### config.mk
export PLATFORM = sky130hd
export DESIGN_NAME = if_fetch_unit
export DESIGN_NICKNAME = d
export VERILOG_FILES = /design/src/rtl/if_fetch_unit_pkg.sv /design/src/rtl/if_fetch_unit.sv
export SDC_FILE = /design/constraint.sdc
export NUM_CORES = 1
export LEC_CHECK = 0
export BUFFER_PORTS_ARGS = -buffer_cell sky130_fd_sc_hd__buf_2
export CAP_MARGIN = 20
export CORE_UTILIZATION = 46
export DETAILED_ROUTE_END_ITERATION = 6
export PLACE_DENSITY = 0.78
export SETUP_SLACK_MARGIN = 0.2
export SYNTH_ARGS = -nofsm -noshare
export SYNTH_HDL_FRONTEND = slang
export SYNTH_SLANG_ARGS = --single-unit
### constraint.sdc
create_clock -name clk -period 2.6 [get_ports clk]
set_clock_uncertainty 0.05 [all_clocks]
set_input_delay 0.26 -clock clk [delete_from_list [all_inputs] [get_ports clk]]
set_output_delay 0.26 -clock clk [all_outputs]
set_load 0.05 [all_outputs]
### src/rtl/if_fetch_unit_pkg.sv
// rtl/if_fetch_unit_pkg.sv - shared widths, stall encoding and helpers for the fetch stage
package if_fetch_unit_pkg;

  localparam int IF_TO_ID_WD = 33;
  localparam int BR_WD       = 33;

  // One stall bit per pipeline stage; a set bit holds that stage
  localparam logic STOP   = 1'b1;
  localparam logic NOSTOP = 1'b0;

  // Word fetches need the low two address bits clear
  function automatic logic addr_misaligned(input logic [31:0] addr);
    return addr[1:0] != 2'b00;
  endfunction

endpackage

### src/rtl/if_fetch_unit.sv
// rtl/if_fetch_unit.sv - MIPS IF stage: PC register, next-PC select, redirect buffer, SRAM request
module if_fetch_unit
  import if_fetch_unit_pkg::*;
#(
  parameter logic [31:0] RESET_PC = 32'hBFBF_FFFC,
  parameter int          STALL_W  = 6
) (
  input  logic                   clk,
  input  logic                   rst,
  input  logic [STALL_W-1:0]     stall,
  input  logic [BR_WD-1:0]       br_bus,
  output logic [IF_TO_ID_WD-1:0] if_to_id_bus,
  output logic                   if_adel,
  output logic                   inst_sram_en,
  output logic [3:0]             inst_sram_wen,
  output logic [31:0]            inst_sram_addr,
  output logic [31:0]            inst_sram_wdata
);

  logic        br_e;
  logic [31:0] br_addr;
  logic        if_stop;

  logic [31:0] pc_r;
  logic        ce_r;
  logic        adel_r;
  logic        redir_v;
  logic [31:0] redir_addr;
  logic [31:0] next_pc;

  // Only the IF bit of the stall vector matters here
  logic        stall_unused;

  assign br_e         = br_bus[32];
  assign br_addr      = br_bus[31:0];
  assign if_stop      = (stall[0] == STOP);
  assign stall_unused = ^stall[STALL_W-1:1];

  // Live branch beats a buffered redirect, which beats sequential flow
  always_comb begin
    next_pc = pc_r + 32'd4;
    if (br_e) begin
      next_pc = br_addr;
    end else if (redir_v) begin
      next_pc = redir_addr;
    end
  end

  // PC advances when IF runs; while held, a branch is parked so it survives the stall
  always_ff @(posedge clk) begin
    if (rst) begin
      pc_r       <= RESET_PC;
      ce_r       <= 1'b0;
      adel_r     <= 1'b0;
      redir_v    <= 1'b0;
      redir_addr <= 32'h0;
    end else if (!if_stop) begin
      pc_r    <= next_pc;
      ce_r    <= 1'b1;
      adel_r  <= addr_misaligned(next_pc);
      redir_v <= 1'b0;
    end else if (br_e) begin
      redir_v    <= 1'b1;
      redir_addr <= br_addr;
    end
  end

  // Request goes out one cycle ahead of pc_r; misaligned targets make no access
  assign inst_sram_addr  = next_pc;
  assign inst_sram_en    = ~rst & ~if_stop & ~addr_misaligned(next_pc);
  assign inst_sram_wen   = 4'b0000;
  assign inst_sram_wdata = 32'h0;

  assign if_to_id_bus = {ce_r, pc_r};
  assign if_adel      = adel_r;

endmodule

==> results.md <==
- GRT overflow: 0
- Final Critical Period: 2883 ps
- TritonCTS Buffers: 9
- Worst Hold Slack: 93.01 ps
- First-pass GRT wire length: 20.04 mm
- Critical Path RT: 2290 ps
- Pre-antenna DRT Iters: 7
- Status: complete, but fails checks
- Sequential-to-total area share from yosys stat: 0.3311
- Final Cycle Share: 1.109
- FF+latch area: 0.001398 mm²
- H-tree levels: 3
- Synth Cell Area: about 0.0041 mm²
- Worst slew pin tran: 548.1 ps
- Syn Inst Count: 539
- Initial antenna violation count: 0
- EDFF count, synth: 0
- Drt first-iter violations: approximately 430
- VDD IR max: 0.4866 mV
- Worst EP arrival: 2570 ps
- Root buffer cell: clkbuf_8
- Pwr/cell area: 626.6 mW/mm²
- Wire per inst: 17.98 µm
- Total Power: around 3.7 mW
- GP Congestion: just over 0.9
- Post-synthesis adder-cell area fraction: 0.003088
- Total track usage: 0.2865
- CTS Hold Bufs: 0
- Share of the synthesized area in the top cell type: 0.3311
- Half-perimeter wire length after placement: 8.752 mm
- Failing checks: design-rule violations, negative setup slack
- Via/cell ratio: 5.886
- Clock Path Buffers: 2
- IO Pins: about 140
- Buffers on Ports: 102
- Post-synthesis compound-gate area fraction: 0.2020
- Number of global-route vias before repair: 4156
- Largest net degree at the start of global routing: 27
- Die W: 95.85 µm
- Fillers: 631
- CP Capture Type: primary output
- Total wire length: 14.09 mm
- Clock latency on the worst-skew pair: 360 ps
- Register bit total from synthesis: 67
- Die area: around 0.0092 mm²
- CTS tree: built
- Row cnt: 33
- Average cell area after synthesis: roughly 7.5 µm²
- Reg2Reg Depth: 8
- Max-Cap Viols: 0
- P&R area growth vs syn: 44.10%
- Worst Hold Path Cells: 3
- Routed Antenna Nets: 0
- Synth Area in Simple Gates: 0.2569
- Worst path slowest cell: or4_4
- CP Cell Sequence: nand4_1 -> or4_4 -> or3_4 -> buf_6 -> o211ai_1 -> nand3_4 -> buf_8
- Fin nets: approximately 720
- Mux contribution to synthesized area: 0.04725
- CP Launch Type: register
- Max Slew Vio Count: 0
- Max-slew headroom: 0.6333
- Worst path top cell family by delay: simple AND/OR/NAND/NOR gates
- Critical Path Fanout Max: 4
- Levels on crit path: 7
- Area occupied by multi-input gates: 0.002826 mm²
- Buf/Inv on CP: 2
- Leakage power: 2.468 nW
- Post-route setup TNS: -2000 ps
- Worst min-delay path class: in2reg
- Setup violators final: 13
- Ys async rst share: 0
- Dominant cells by area after synthesis: dfxtp_1 33%, nand2_1 9.6%, buf_4 6.9%
- Xor-xnor portion of the synthesized cell area: 0.03891
- Critical Path Max Stage Delay: between 500 and 600 ps
- Largest family of logic cells by synthesized area: simple AND/OR/NAND/NOR gates
- Die Y-Extent: ~96 µm
- Diode count: 0
- Max Clk Rate: between 0.3 and 0.4 GHz
- Vias: 4615
- Hold violation count in the final report: 0
- Layout cell share with drive strength beyond 1: 0.3756
- Worst-path clk slew: ~80 ps
- WS Path Type: reg2out
- Num Clock Sinks: 67
- RSZ-0062 raised after global routing: yes
- Ys Warns: 0
- DRC viols: 1
- Core area: ~0.0084 mm²
- Synth area leader: dfxtp_1
- Initial Util: 0.4834
- Yosys cell types: 54
- Setup WS post-layout: -282.6 ps
- Post-synth top flop: dfxtp_1
[what timing repair did]
item | 4_1_cts | 5_1_grt
gates resized for setup | 77 | 42
cloned | 0 | 0
endpoints found under the hold margin | 0 | 0
setup endpoints to repair | 22 | 27
pin swaps | 18 | 36
setup buffers | 19 | 15
[registers in the layout, summed over array words and instances, names as in the netlist]
register and count:
pc_r 32, redir_addr 32, ce_r 1, if_adel 1
redir_v 1
[metal layers]
metal	wire length, µm	up-vias	GRT usage
li1	-	2100	-
met1	5397	2175	0.3396
met3	1180	53	0.07425
met2	6996	287	0.4964
met5	0	-	0
met4	518	0	0.1057
[final timing paths]
| check | start | endpoint | slack (ps) |
|---|---|---|---|
| max reg2reg | pc_r[10] | pc_r[29] | 30 |
| max | pc_r[10] | inst_sram_addr[31] | -280 |
| min reg2reg | ce_r | ce_r | 400 |
| min | br_bus[3] | redir_addr[3] | 90 |
[tightest hold or removal path, stage by stage]
cell,delay [ps]
buf_2,100
nand2_1,50
a21oi_1,50
[per-stage QoR]
stage	setup WS (ps)	instance area [µm²]	util	instances
3_3_place_gp	52.46	4848	0.5784	734
6_report	-282.6	5838	0.6965	784
4_1_cts	-259.1	5519	0.6585	769
2_1_floorplan	-106.5	4415	-	574
5_1_grt	-332.3	5838	0.6965	784
3_5_place_dp	15.53	4848	0.5784	734
[cells by family (layout without fill, tap and decap cells)]
| logic type | after synthesis | count (layout) |
|---|---|---|
| compound gates | 133 | 133 |
| xor+xnor | 18 | 18 |
| fa+ha+maj | 1 | 1 |
| buf+inv | 88 | 193 |
| flops | 67 | 67 |
| mux | 19 | 19 |
| other cells | 1 | 36 |
| simple gates | 212 | 212 |
[layout make-up]
| type | instances | area share |
|---|---|---|
| inverter | 11 | 0.007072 |
| multi-input combinational | 419 | 0.4841 |
| tap | 105 | 0.02250 |
| timing repair buffer | 166 | 0.2098 |
| clock inverter | 7 | 0.01586 |
| sequential | 67 | 0.2394 |
| clock buffer | 9 | 0.02122 |
[cells in the mapped netlist, drive strengths merged, types with 11 or more instances]
| cell | instances |
|---|---|
| inv | 11 |
| nand3 | 17 |
| buf | 42 |
| dfxtp | 67 |
| nor3 | 14 |
| nor2 | 20 |
| o21ai | 22 |
| mux2i | 18 |
| or4 | 11 |
| a22oi | 15 |
| nand2 | 104 |
| clkbuf | 35 |
| a21oi | 54 |
[cells in the final DEF, fill, tap and decap left out, types with 10 or more instances in the layout]
cell	count
mux2i_1	17
buf_6	21
a22oi_1	15
buf_2	77
inv_1	11
nand2_1	104
a21oi_1	53
buf_4	56
nor2_1	20
conb_1	36
dfxtp_4	15
o21ai_1	10
dfxtp_1	52
[where the power goes]
part / internal [mW] / switching (mW)
Combinational: 0.507 / 1.01
Sequential: 1.09 / 0.0797
Clock: 0.536 / 0.430
(Power assumes the default switching activity.)
